`config.mk`:
```
export PLATFORM = sky130hd
export DESIGN_NAME = mem_arbiter_flat
export DESIGN_NICKNAME = d
export VERILOG_FILES = /design/src/rtl/mem_arbiter_if.sv /design/src/rtl/mem_arbiter.sv /design/src/flat_wrapper.sv
export SDC_FILE = /design/constraint.sdc
export NUM_CORES = 1
export LEC_CHECK = 0
export CAP_MARGIN = 25
export CORE_AREA = 2 2 202 204
export CTS_CLUSTER_DIAMETER = 120
export DETAILED_ROUTE_END_ITERATION = 10
export DIE_AREA = 0 0 204 206
export GPL_TIMING_DRIVEN = 0
export REMOVE_ABC_BUFFERS = 1
export SLEW_MARGIN = 5
export SYNTH_ARGS = -nofsm -noshare
export SYNTH_HDL_FRONTEND = slang
export SYNTH_SLANG_ARGS = --single-unit
```
`constraint.sdc`:
```
create_clock -name clk -period 4.7 [get_ports clk]
set_clock_uncertainty 0.05 [all_clocks]
set_input_delay 0.705 -clock clk [delete_from_list [all_inputs] [get_ports clk]]
set_output_delay 0.705 -clock clk [all_outputs]
set_load 0.005 [all_outputs]
```
`src/rtl/mem_arbiter_if.sv`:
```
// Bundle of the fetch (IF), load/store (LS) and memory channels around mem_arbiter.
// The slave modport is the arbiter's view; master is the clients-plus-memory view.
interface mem_arbiter_if #(
  parameter int ADDR_W = 64,
  parameter int DATA_W = 64
);
  localparam int MASK_W = DATA_W / 8;

  logic              if_req_valid;
  logic [ADDR_W-1:0] if_req_addr;
  logic              if_req_ready;
  logic              if_flush;
  logic              if_resp_valid;
  logic [31:0]       if_resp_inst;

  logic              ls_req_valid;
  logic              ls_req_wen;
  logic [ADDR_W-1:0] ls_req_addr;
  logic [DATA_W-1:0] ls_req_wdata;
  logic [MASK_W-1:0] ls_req_wmask;
  logic              ls_req_ready;
  logic              ls_resp_valid;
  logic [DATA_W-1:0] ls_resp_rdata;

  logic              mem_req_valid;
  logic              mem_req_ready;
  logic [ADDR_W-1:0] mem_req_addr;
  logic              mem_req_wen;
  logic [DATA_W-1:0] mem_req_wdata;
  logic [MASK_W-1:0] mem_req_wmask;
  logic              mem_resp_valid;
  logic [DATA_W-1:0] mem_resp_rdata;

  modport slave (
    input  if_req_valid, if_req_addr, if_flush,
    output if_req_ready, if_resp_valid, if_resp_inst,
    input  ls_req_valid, ls_req_wen, ls_req_addr, ls_req_wdata, ls_req_wmask,
    output ls_req_ready, ls_resp_valid, ls_resp_rdata,
    output mem_req_valid, mem_req_addr, mem_req_wen, mem_req_wdata, mem_req_wmask,
    input  mem_req_ready, mem_resp_valid, mem_resp_rdata
  );

  modport master (
    output if_req_valid, if_req_addr, if_flush,
    input  if_req_ready, if_resp_valid, if_resp_inst,
    output ls_req_valid, ls_req_wen, ls_req_addr, ls_req_wdata, ls_req_wmask,
    input  ls_req_ready, ls_resp_valid, ls_resp_rdata,
    input  mem_req_valid, mem_req_addr, mem_req_wen, mem_req_wdata, mem_req_wmask,
    output mem_req_ready, mem_resp_valid, mem_resp_rdata
  );
endinterface

```
`src/rtl/mem_arbiter.sv`:
```
// Two-client (IF/LS) arbiter in front of a single-outstanding memory port.
// Round-robin on conflict; the IF response can be dropped by if_flush mid-flight.
module mem_arbiter #(
  parameter int ADDR_W = 64,
  parameter int DATA_W = 64
) (
  input  logic          clk,
  input  logic          rst,
  mem_arbiter_if.slave  bus,
  output logic          busy
);
  localparam int MASK_W = DATA_W / 8;

  typedef enum logic [1:0] {IDLE, REQ, WAIT} state_e;

  state_e            state_q, state_d;
  logic              last_ls_q, last_ls_d;
  logic              drop_q, drop_d;
  logic              is_ls_q, is_ls_d;
  logic [ADDR_W-1:0] addr_q, addr_d;
  logic              wen_q, wen_d;
  logic [DATA_W-1:0] wdata_q, wdata_d;
  logic [MASK_W-1:0] wmask_q, wmask_d;
  logic              ls_resp_valid_q, ls_resp_valid_d;
  logic              if_resp_valid_q, if_resp_valid_d;
  logic [DATA_W-1:0] ls_rdata_q, ls_rdata_d;
  logic [31:0]       if_inst_q, if_inst_d;

  logic grant_ls;
  logic accept;
  logic resp_done;

  // LS wins unless IF is also valid and LS won last time; with nobody valid LS holds ready.
  assign grant_ls  = !bus.if_req_valid || (bus.ls_req_valid && !last_ls_q);
  assign accept    = (state_q == IDLE) && (grant_ls ? bus.ls_req_valid : bus.if_req_valid);
  assign resp_done = (state_q == WAIT) && bus.mem_resp_valid;

  // NOTE: state uses non-blocking assignments so every flop samples pre-edge values.
  always_ff @(posedge clk or negedge rst) begin
    if (!rst) state_q <= IDLE;
    else      state_q <= state_d;
  end

  always_comb begin
    state_d = state_q;
    unique case (state_q)
      IDLE:    if (accept)             state_d = REQ;
      REQ:     if (bus.mem_req_ready)  state_d = WAIT;
      WAIT:    if (bus.mem_resp_valid) state_d = IDLE;
      default:                         state_d = IDLE;
    endcase
  end

  always_comb begin
    busy             = (state_q != IDLE);
    bus.mem_req_valid = (state_q == REQ);
    bus.ls_req_ready  = (state_q == IDLE) && grant_ls;
    bus.if_req_ready  = (state_q == IDLE) && !grant_ls;
  end

  // NOTE: every next-state signal gets its hold value first, so no path infers a latch.
  always_comb begin
    last_ls_d = last_ls_q;
    is_ls_d   = is_ls_q;
    addr_d    = addr_q;
    wen_d     = wen_q;
    wdata_d   = wdata_q;
    wmask_d   = wmask_q;
    drop_d    = drop_q;

    if (accept) begin
      last_ls_d = grant_ls;
      is_ls_d   = grant_ls;
      addr_d    = grant_ls ? bus.ls_req_addr : bus.if_req_addr;
      wen_d     = grant_ls && bus.ls_req_wen;
      wdata_d   = grant_ls ? bus.ls_req_wdata : '0;
      wmask_d   = grant_ls ? bus.ls_req_wmask : '0;
    end

    if (state_q == IDLE || resp_done) drop_d = 1'b0;
    else if (!is_ls_q && bus.if_flush) drop_d = 1'b1;

    ls_resp_valid_d = resp_done && is_ls_q;
    if_resp_valid_d = resp_done && !is_ls_q && !drop_q && !bus.if_flush;
    ls_rdata_d      = ls_resp_valid_d ? bus.mem_resp_rdata : ls_rdata_q;
    if_inst_d       = if_inst_q;
    if (if_resp_valid_d)
      if_inst_d = addr_q[2] ? bus.mem_resp_rdata[63:32] : bus.mem_resp_rdata[31:0];
  end

  // NOTE: all datapath flops are plain registers (no memory array), so all take a reset value.
  always_ff @(posedge clk or negedge rst) begin
    if (!rst) begin
      last_ls_q       <= 1'b0;
      drop_q          <= 1'b0;
      is_ls_q         <= 1'b0;
      addr_q          <= '0;
      wen_q           <= 1'b0;
      wdata_q         <= '0;
      wmask_q         <= '0;
      ls_resp_valid_q <= 1'b0;
      if_resp_valid_q <= 1'b0;
      ls_rdata_q      <= '0;
      if_inst_q       <= '0;
    end else begin
      last_ls_q       <= last_ls_d;
      drop_q          <= drop_d;
      is_ls_q         <= is_ls_d;
      addr_q          <= addr_d;
      wen_q           <= wen_d;
      wdata_q         <= wdata_d;
      wmask_q         <= wmask_d;
      ls_resp_valid_q <= ls_resp_valid_d;
      if_resp_valid_q <= if_resp_valid_d;
      ls_rdata_q      <= ls_rdata_d;
      if_inst_q       <= if_inst_d;
    end
  end

  assign bus.mem_req_addr  = addr_q;
  assign bus.mem_req_wen   = wen_q;
  assign bus.mem_req_wdata = wdata_q;
  assign bus.mem_req_wmask = wmask_q;
  assign bus.ls_resp_valid = ls_resp_valid_q;
  assign bus.ls_resp_rdata = ls_rdata_q;
  assign bus.if_resp_valid = if_resp_valid_q;
  assign bus.if_resp_inst  = if_inst_q;

endmodule

```
`src/flat_wrapper.sv`:
```
// flat-port wrapper written by rule: the top's interface ports become plain ports
module mem_arbiter_flat 
#(
  parameter int ADDR_W = 64,
  parameter int DATA_W = 64
)
  (clk, rst, busy, bus_if_req_valid, bus_if_req_addr, bus_if_flush, bus_if_req_ready, bus_if_resp_valid, bus_if_resp_inst, bus_ls_req_valid, bus_ls_req_wen, bus_ls_req_addr, bus_ls_req_wdata, bus_ls_req_wmask, bus_ls_req_ready, bus_ls_resp_valid, bus_ls_resp_rdata, bus_mem_req_valid, bus_mem_req_addr, bus_mem_req_wen, bus_mem_req_wdata, bus_mem_req_wmask, bus_mem_req_ready, bus_mem_resp_valid, bus_mem_resp_rdata);
  mem_arbiter_if #(.ADDR_W(ADDR_W), .DATA_W(DATA_W)) bus_i ();
  input  logic clk;
  input  logic rst;
  output logic busy;
  input wire logic [$bits(bus_i.if_req_valid)-1:0] bus_if_req_valid;
  input wire logic [$bits(bus_i.if_req_addr)-1:0] bus_if_req_addr;
  input wire logic [$bits(bus_i.if_flush)-1:0] bus_if_flush;
  output wire logic [$bits(bus_i.if_req_ready)-1:0] bus_if_req_ready;
  output wire logic [$bits(bus_i.if_resp_valid)-1:0] bus_if_resp_valid;
  output wire logic [$bits(bus_i.if_resp_inst)-1:0] bus_if_resp_inst;
  input wire logic [$bits(bus_i.ls_req_valid)-1:0] bus_ls_req_valid;
  input wire logic [$bits(bus_i.ls_req_wen)-1:0] bus_ls_req_wen;
  input wire logic [$bits(bus_i.ls_req_addr)-1:0] bus_ls_req_addr;
  input wire logic [$bits(bus_i.ls_req_wdata)-1:0] bus_ls_req_wdata;
  input wire logic [$bits(bus_i.ls_req_wmask)-1:0] bus_ls_req_wmask;
  output wire logic [$bits(bus_i.ls_req_ready)-1:0] bus_ls_req_ready;
  output wire logic [$bits(bus_i.ls_resp_valid)-1:0] bus_ls_resp_valid;
  output wire logic [$bits(bus_i.ls_resp_rdata)-1:0] bus_ls_resp_rdata;
  output wire logic [$bits(bus_i.mem_req_valid)-1:0] bus_mem_req_valid;
  output wire logic [$bits(bus_i.mem_req_addr)-1:0] bus_mem_req_addr;
  output wire logic [$bits(bus_i.mem_req_wen)-1:0] bus_mem_req_wen;
  output wire logic [$bits(bus_i.mem_req_wdata)-1:0] bus_mem_req_wdata;
  output wire logic [$bits(bus_i.mem_req_wmask)-1:0] bus_mem_req_wmask;
  input wire logic [$bits(bus_i.mem_req_ready)-1:0] bus_mem_req_ready;
  input wire logic [$bits(bus_i.mem_resp_valid)-1:0] bus_mem_resp_valid;
  input wire logic [$bits(bus_i.mem_resp_rdata)-1:0] bus_mem_resp_rdata;
  assign bus_i.if_req_valid = bus_if_req_valid;
  assign bus_i.if_req_addr = bus_if_req_addr;
  assign bus_i.if_flush = bus_if_flush;
  assign bus_if_req_ready = bus_i.if_req_ready;
  assign bus_if_resp_valid = bus_i.if_resp_valid;
  assign bus_if_resp_inst = bus_i.if_resp_inst;
  assign bus_i.ls_req_valid = bus_ls_req_valid;
  assign bus_i.ls_req_wen = bus_ls_req_wen;
  assign bus_i.ls_req_addr = bus_ls_req_addr;
  assign bus_i.ls_req_wdata = bus_ls_req_wdata;
  assign bus_i.ls_req_wmask = bus_ls_req_wmask;
  assign bus_ls_req_ready = bus_i.ls_req_ready;
  assign bus_ls_resp_valid = bus_i.ls_resp_valid;
  assign bus_ls_resp_rdata = bus_i.ls_resp_rdata;
  assign bus_mem_req_valid = bus_i.mem_req_valid;
  assign bus_mem_req_addr = bus_i.mem_req_addr;
  assign bus_mem_req_wen = bus_i.mem_req_wen;
  assign bus_mem_req_wdata = bus_i.mem_req_wdata;
  assign bus_mem_req_wmask = bus_i.mem_req_wmask;
  assign bus_i.mem_req_ready = bus_mem_req_ready;
  assign bus_i.mem_resp_valid = bus_mem_resp_valid;
  assign bus_i.mem_resp_rdata = bus_mem_resp_rdata;
  mem_arbiter #(.ADDR_W(ADDR_W), .DATA_W(DATA_W)) u_core (.clk(clk), .rst(rst), .bus(bus_i), .busy(busy));
endmodule
```
==> run metrics, run 1 <==
status finished, final reports clean; relative slew slack 40.36%; wire length per cell 20.35 um; Starting Density 24.93%; layout overhead on the synthesized area 67.05%; gate family responsible for the most delay along the worst path buffers and inverters; boundary pin count 511; leading cell type in the layout, fill and taps excluded sky130_fd_sc_hd__clkdlybuf4s50_1; initial antenna violation count 0; worst vdd ir 0.3508 mV; unrepaired setup endpoints after global routing false; Setup Total Neg Slack 0 ns; final wirelength 36.00 mm; CP Class input pin to output pin; latest clock arrival within the worst-skew pair 0.55 ns; highest-delay cell along the critical path sky130_fd_sc_hd__buf_4; via count of the first global-routing pass 8942; global route total overflow 0; CTS max path bufs 3; total number of vias 8453; cell count after synthesis 734; total number of H-tree levels 1; sequential cell area fraction in the yosys report 59.70%; die outline height 206 um; core region area 0.04018 mm^2; detailed-placement wirelength estimate 25.51 mm; DR iter-0 viols 457; kind of end point of the critical path output pin; vias per std cell 4.778; clock tree root buffer cell sky130_fd_sc_hd__clkbuf_16; most frequent cells in the layout sky130_fd_sc_hd__clkdlybuf4s50_1 (508), sky130_fd_sc_hd__dfrtp_1 (238), sky130_fd_sc_hd__mux2_2 (128), sky130_fd_sc_hd__a22o_1 (74); total global-route track usage 16.30%; power per cell area 622.4 mW/mm^2; final count of negative-setup-slack endpoints 0; register clock-pin slew on the reported worst setup and hold paths 0.06 ns; maximum number of pins on one net before global-route repair 106; worst-path maximum fanout 68; TritonRoute pass-1 iters 4; number of clock buffers inserted by TritonCTS 27; fin crit period 3.560 ns; CTS Sinks 239; static leakage power 0.006834 uW; synthesis-stage register bit count 239; netlist area before placement 0.01002 mm^2; share of cells above drive strength 1 16.25%; worst slew pin tran 0.8945 ns; first-pass GRT wire length 53.85 mm; total of buffers placed on input and output ports 510; count of endpoints failing hold in the final timing report 0; CP cell instances buf_4, inv_2, nor3_1, clkdlybuf4s50_1; post-layout total power 10420 uW; CP required 3.94 ns; post-layout net count 1488; dpl ws 1.118 ns; Die Span X 204 um; number of antenna-violating nets in the routed design 0; Buffers & Inverters on Critical Path 3; placer congestion estimate 0.7808; type of the most critical hold path flop to flop; number of cell rows 74; Die Footprint 0.04202 mm^2; slack of the critical path 1.140 ns; number of max-cap violations 0; number of warnings reported in the yosys synthesis log 0; data arrival time of the critical path 2.80 ns; fraction of the cycle the final worst path needs 75.74%; final slew viol count 0; CTS tree built; count of antenna diodes in the layout 0; type of element launching the critical path input pin; PostCTS Resize Cnt 0; Crit path largest cell delay 0.65 ns; mean instance size in the synthesized netlist 13.65 um^2; count of unresolved DRC violations after routing 0; synth unique cells 23; fmax 0.2809 GHz
-- path summary, 6_finish.rpt --
path	endpoint	slack [ns]	from	depth (start not counted)
setup reg to reg	u_core.bus.mem_req_wdata[22]	2.08	u_core.last_ls_q	5
max in group asynchronous	u_core.bus.mem_req_wdata[1]	3.10	rst	3
hold reg to reg	u_core.drop_q	0.45	u_core.drop_q	1
min in group asynchronous	u_core.bus.ls_resp_rdata[43]	0.58	rst	2
hold / removal	u_core.drop_q	0.45	u_core.drop_q	1
setup / recovery	bus_if_req_ready	1.14	bus_if_req_valid	4
-- logic make-up after synthesis --
| family | after synthesis | synth area share [%] |
|---|---|---|
| buffers and inverters | 83 | 3.959 |
| DFF | 239 | 59.70 |
| muxes | 128 | 14.39 |
| and+or+nand+nor | 13 | 0.7369 |
| AOI/OAI and AO/OA | 271 | 21.22 |
-- power breakdown --
| group | leakage [uW] | total, uW | switching, uW | internal (uW) |
|---|---|---|---|---|
| logic | 0.00348 | 4800 | 1780 | 3020 |
| clock network | 0.000425 | 2090 | 872 | 1220 |
| registers | 0.00293 | 3530 | 519 | 3010 |
| total | 0.00683 | 10400 | 3170 | 7240 |
-- flip-flops by register name (all words and copies together), names as in the netlist --
signal,count
u_core.last_ls_q,1
u_core.drop_q,1
u_core.bus.mem_req_wmask,8
u_core.bus.mem_req_wen,1
u_core.bus.ls_resp_rdata,64
u_core.bus.ls_resp_valid,1
u_core.bus.if_resp_inst,32
u_core.bus.if_resp_valid,1
u_core.bus.mem_req_addr,64
u_core.bus.mem_req_wdata,64
u_core.state_q,2
-- cell type report --
cell class	count	area, um^2
fillers	3793	23450
flip-flops and latches	239	5982
repair buffers	532	5525
multi-input cells	412	3686
clock buffers	39	750.7
well taps	532	665.6
clock inverters	11	111.4
inverters	4	15.01
-- per-layer routing --
metal  track usage [%]  wire (um)  vias up
met5                 0          0        -
li1                  -          -     3817
met4             5.280        950        0
met3             4.478       2975       50
met1             20.37      14540     4223
met2             27.31      17530      363
-- stage by stage --
step                std cells  cell area, um^2  utilization (%)  hold slack (ns)
detailed placement       1718            15860            39.48           0.4368
global placement         1697            15410            38.34           0.4271
floorplan                 655             9637                -           0.3594
global route             1769            16740            41.65           0.4657
CTS                      1769            16740            41.65           0.4514
finish                   1769            16740            41.65           0.4499
-- Yosys cell counts --
cell	n	area share (%)
sky130_fd_sc_hd__dfrtp_1	239	60
sky130_fd_sc_hd__mux2_2	128	14
sky130_fd_sc_hd__a22o_1	74	6.5
sky130_fd_sc_hd__a2bb2oi_1	64	5.6
sky130_fd_sc_hd__a311oi_1	64	5.6
sky130_fd_sc_hd__o21ai_0	64	3.2
sky130_fd_sc_hd__clkbuf_1	50	1.9
sky130_fd_sc_hd__buf_2	17	0.85
sky130_fd_sc_hd__buf_4	7	0.52
sky130_fd_sc_hd__buf_6	5	0.56
sky130_fd_sc_hd__inv_1	4	0.15
sky130_fd_sc_hd__nor2b_1	3	0.19
sky130_fd_sc_hd__nand4_1	2	0.12
sky130_fd_sc_hd__nor2_1	2	0.075
sky130_fd_sc_hd__nor3_1	2	0.10
sky130_fd_sc_hd__or2_1	2	0.12
sky130_fd_sc_hd__a211oi_1	1	0.075
sky130_fd_sc_hd__a21o_1	1	0.075
sky130_fd_sc_hd__a21oi_1	1	0.050
sky130_fd_sc_hd__nand2b_1	1	0.062
sky130_fd_sc_hd__nor2_2	1	0.062
sky130_fd_sc_hd__o22a_1	1	0.087
sky130_fd_sc_hd__o31ai_1	1	0.075
-- timing repair --
action,CTS,global route
hold endpoints to repair,35,0
endpoints found under the setup margin,0,0
hold buffers,1,0
buffers inserted,0,0
Power figures use the tool's default switching activity.
==> inputs of run 2 (changes only) <==
--- a/config.mk
+++ b/config.mk
@@ -6,10 +6,10 @@
 export NUM_CORES = 1
 export LEC_CHECK = 0
 export CAP_MARGIN = 25
-export CORE_AREA = 2 2 202 204
+export CORE_AREA = 2 2 197 199
 export CTS_CLUSTER_DIAMETER = 120
 export DETAILED_ROUTE_END_ITERATION = 10
-export DIE_AREA = 0 0 204 206
+export DIE_AREA = 0 0 199 201
 export GPL_TIMING_DRIVEN = 0
 export REMOVE_ABC_BUFFERS = 1
 export SLEW_MARGIN = 5
==> constraint.sdc (replaced) <==
create_clock -name clk -period 3.1 [get_ports clk]
set_clock_uncertainty 0.05 [all_clocks]
set_input_delay 0.465 -clock clk [delete_from_list [all_inputs] [get_ports clk]]
set_output_delay 0.465 -clock clk [all_outputs]
set_load 0.005 [all_outputs]
==> run 2 against run 1 <==
Against the previous run:
- utilization grew 2.6 points
- hold slack lost 0.065 ns
- first-iteration DRC count shrank 7.2%
- register-to-register slack lost 1.8 ns
- global-route usage grew 1.4 points
- setup slack lost 1.0 ns
- non-clock buffer count shrank 1
- cell count shrank 0.62%
- sequential cell count is the same
==> run metrics, run 2 (same netlist as run 1, synthesis figures left out) <==
Starting Density 26.29%; Setup Total Neg Slack 0 ns; gate family responsible for the most delay along the worst path simple AND/OR/NAND/NOR gates; unrepaired setup endpoints after global routing false; data arrival time of the critical path 2.44 ns; number of clock buffers inserted by TritonCTS 28; Die Footprint 0.04000 mm^2; detailed-placement wirelength estimate 25.83 mm; most frequent cells in the layout sky130_fd_sc_hd__clkdlybuf4s50_1 (508), sky130_fd_sc_hd__dfrtp_1 (238), sky130_fd_sc_hd__mux2_2 (128), sky130_fd_sc_hd__a22o_1 (74); TritonRoute pass-1 iters 4; fill cell count 3578; final wirelength 36.42 mm; register clock-pin slew on the reported worst setup and hold paths 0.06 ns; relative slew slack 38.71%; via count of the first global-routing pass 8870; count of endpoints failing hold in the final timing report 0; vias per std cell 4.803; worst slew pin tran 0.9164 ns; highest-delay cell along the critical path sky130_fd_sc_hd__nand2b_4; fmax 0.3380 GHz; latest clock arrival within the worst-skew pair 0.55 ns; CP Class flop to output pin; post-route design area 0.01688 mm^2; Logic pwr share 44.9%; worst vdd ir 0.4646 mV; internal power 11380 uW; total number of vias 8443; clock tree root buffer cell sky130_fd_sc_hd__clkbuf_16; fin crit period 2.959 ns; number of max-cap violations 0; number of placed instances with taps included 1703; sequential share of power 33.0%; first-pass GRT wire length 54.94 mm; Buffers & Inverters on Critical Path 1; maximum number of pins on one net before global-route repair 101; boundary pin count 511; layout overhead on the synthesized area 68.49%; Crit path largest cell delay 0.56 ns; die outline height 201 um; Sw Ratio 29.96%; CP required 2.58 ns; final slew viol count 0; initial antenna violation count 1; worst-path maximum fanout 66; wire length per cell 20.72 um; Clock power frac 22.1%; type of element launching the critical path flop; number of cell rows 72; CP cell instances nand2b_4, a21oi_2, clkdlybuf4s50_1; total global-route track usage 17.67%; Die Span X 199 um; global route total overflow 0; leading cell type in the layout, fill and taps excluded sky130_fd_sc_hd__clkdlybuf4s50_1; WHS 0.3849 ns; kind of end point of the critical path output pin; static leakage power 0.006914 uW; core region area 0.03811 mm^2; final count of negative-setup-slack endpoints 0; P_sw 4867 uW; CTS Sinks 239; status finished, final reports clean; fraction of the cycle the final worst path needs 95.44%; area post-placement 0.01584 mm^2; CTS max path bufs 3; DR iter-0 viols 424; final cell count without fillers 1758; total of buffers placed on input and output ports 510; share of cells above drive strength 1 16.88%; type of the most critical hold path input pin to async pin; placer congestion estimate 0.7924; CTS tree built; power per cell area 962.4 mW/mm^2; count of unresolved DRC violations after routing 0; number of antenna-violating nets in the routed design 0; number of buffers inserted by post-CTS setup repair 0; total number of H-tree levels 1; post-layout net count 1488
## run 2: worst paths after layout
check,depth (start not counted),start,endpoint,slack [ns]
worst max-delay path,3,u_core.last_ls_q,bus_ls_req_ready,0.14
max in group asynchronous,4,rst,u_core.bus.mem_req_addr[11],1.33
worst min-delay path,2,rst,u_core.bus.if_resp_inst[1],0.38
worst max register to register,5,u_core.last_ls_q,u_core.bus.mem_req_wdata[43],0.33
min in group clk,3,bus_ls_req_addr[6],u_core.bus.mem_req_addr[6],0.43
worst min register to register,1,u_core.bus.ls_resp_rdata[24],u_core.bus.ls_resp_rdata[24],0.45
## run 2: repair_timing
action                                  CTS  global route
gates resized for setup                   0             1
hold endpoints to repair                 51             0
hold buffers                              1             0
endpoints found under the setup margin    0             1
## run 2: worst register-to-register path, delay by kind of cell (launching register included)
| kind | cells | cell delay, ns |
|---|---|---|
| flops | 1 | 0.48 |
| buf+inv | 2 | 0.49 |
| simple gates | 1 | 0.56 |
| compound gates | 2 | 1.14 |
## run 2: layout make-up
type	instances	area (um^2)	share of cell area, %
flip-flops and latches	239	5982	35.44
repair buffers	531	5515	32.67
multi-input cells	412	3690	21.86
clock buffers	44	902.1	5.344
well taps	518	648.1	3.840
clock inverters	8	122.6	0.7264
inverters	4	15.01	0.08895
diodes	2	5.005	0.02965
## run 2: metal layers
layer | vias up | GRT usage (%) | routed length [um]
met1 | 4215 | 22.34 | 14880
met3 | 55 | 4.301 | 2970
met4 | 0 | 5.704 | 931
met2 | 344 | 29.55 | 17640
met5 | - | 0 | 0
li1 | 3829 | - | -
## run 2: stage by stage
| stage | power (uW) | setup WS (ns) | utilization (%) |
|---|---|---|---|
| after floorplan | 8203 | -3.151 | - |
| after global placement | 12610 | -11.98 | 40.39 |
| after detailed placement | 12760 | -0.2849 | 41.56 |
| after CTS | 16450 | 0.06753 | 44.27 |
| after global routing | 17160 | 0.02590 | 44.29 |
| final | 16250 | 0.1412 | 44.30 |
## run 2: power by group through the flow
stage / Clock, uW / Combinational (uW) / Sequential, uW
4_1_cts: 3690 / 7410 / 5360
2_1_floorplan: 0 / 2730 / 5470
5_1_grt: 3830 / 7800 / 5530
3_5_place_dp: 0 / 7390 / 5370
6_report: 3590 / 7290 / 5360
3_3_place_gp: 0 / 7170 / 5430
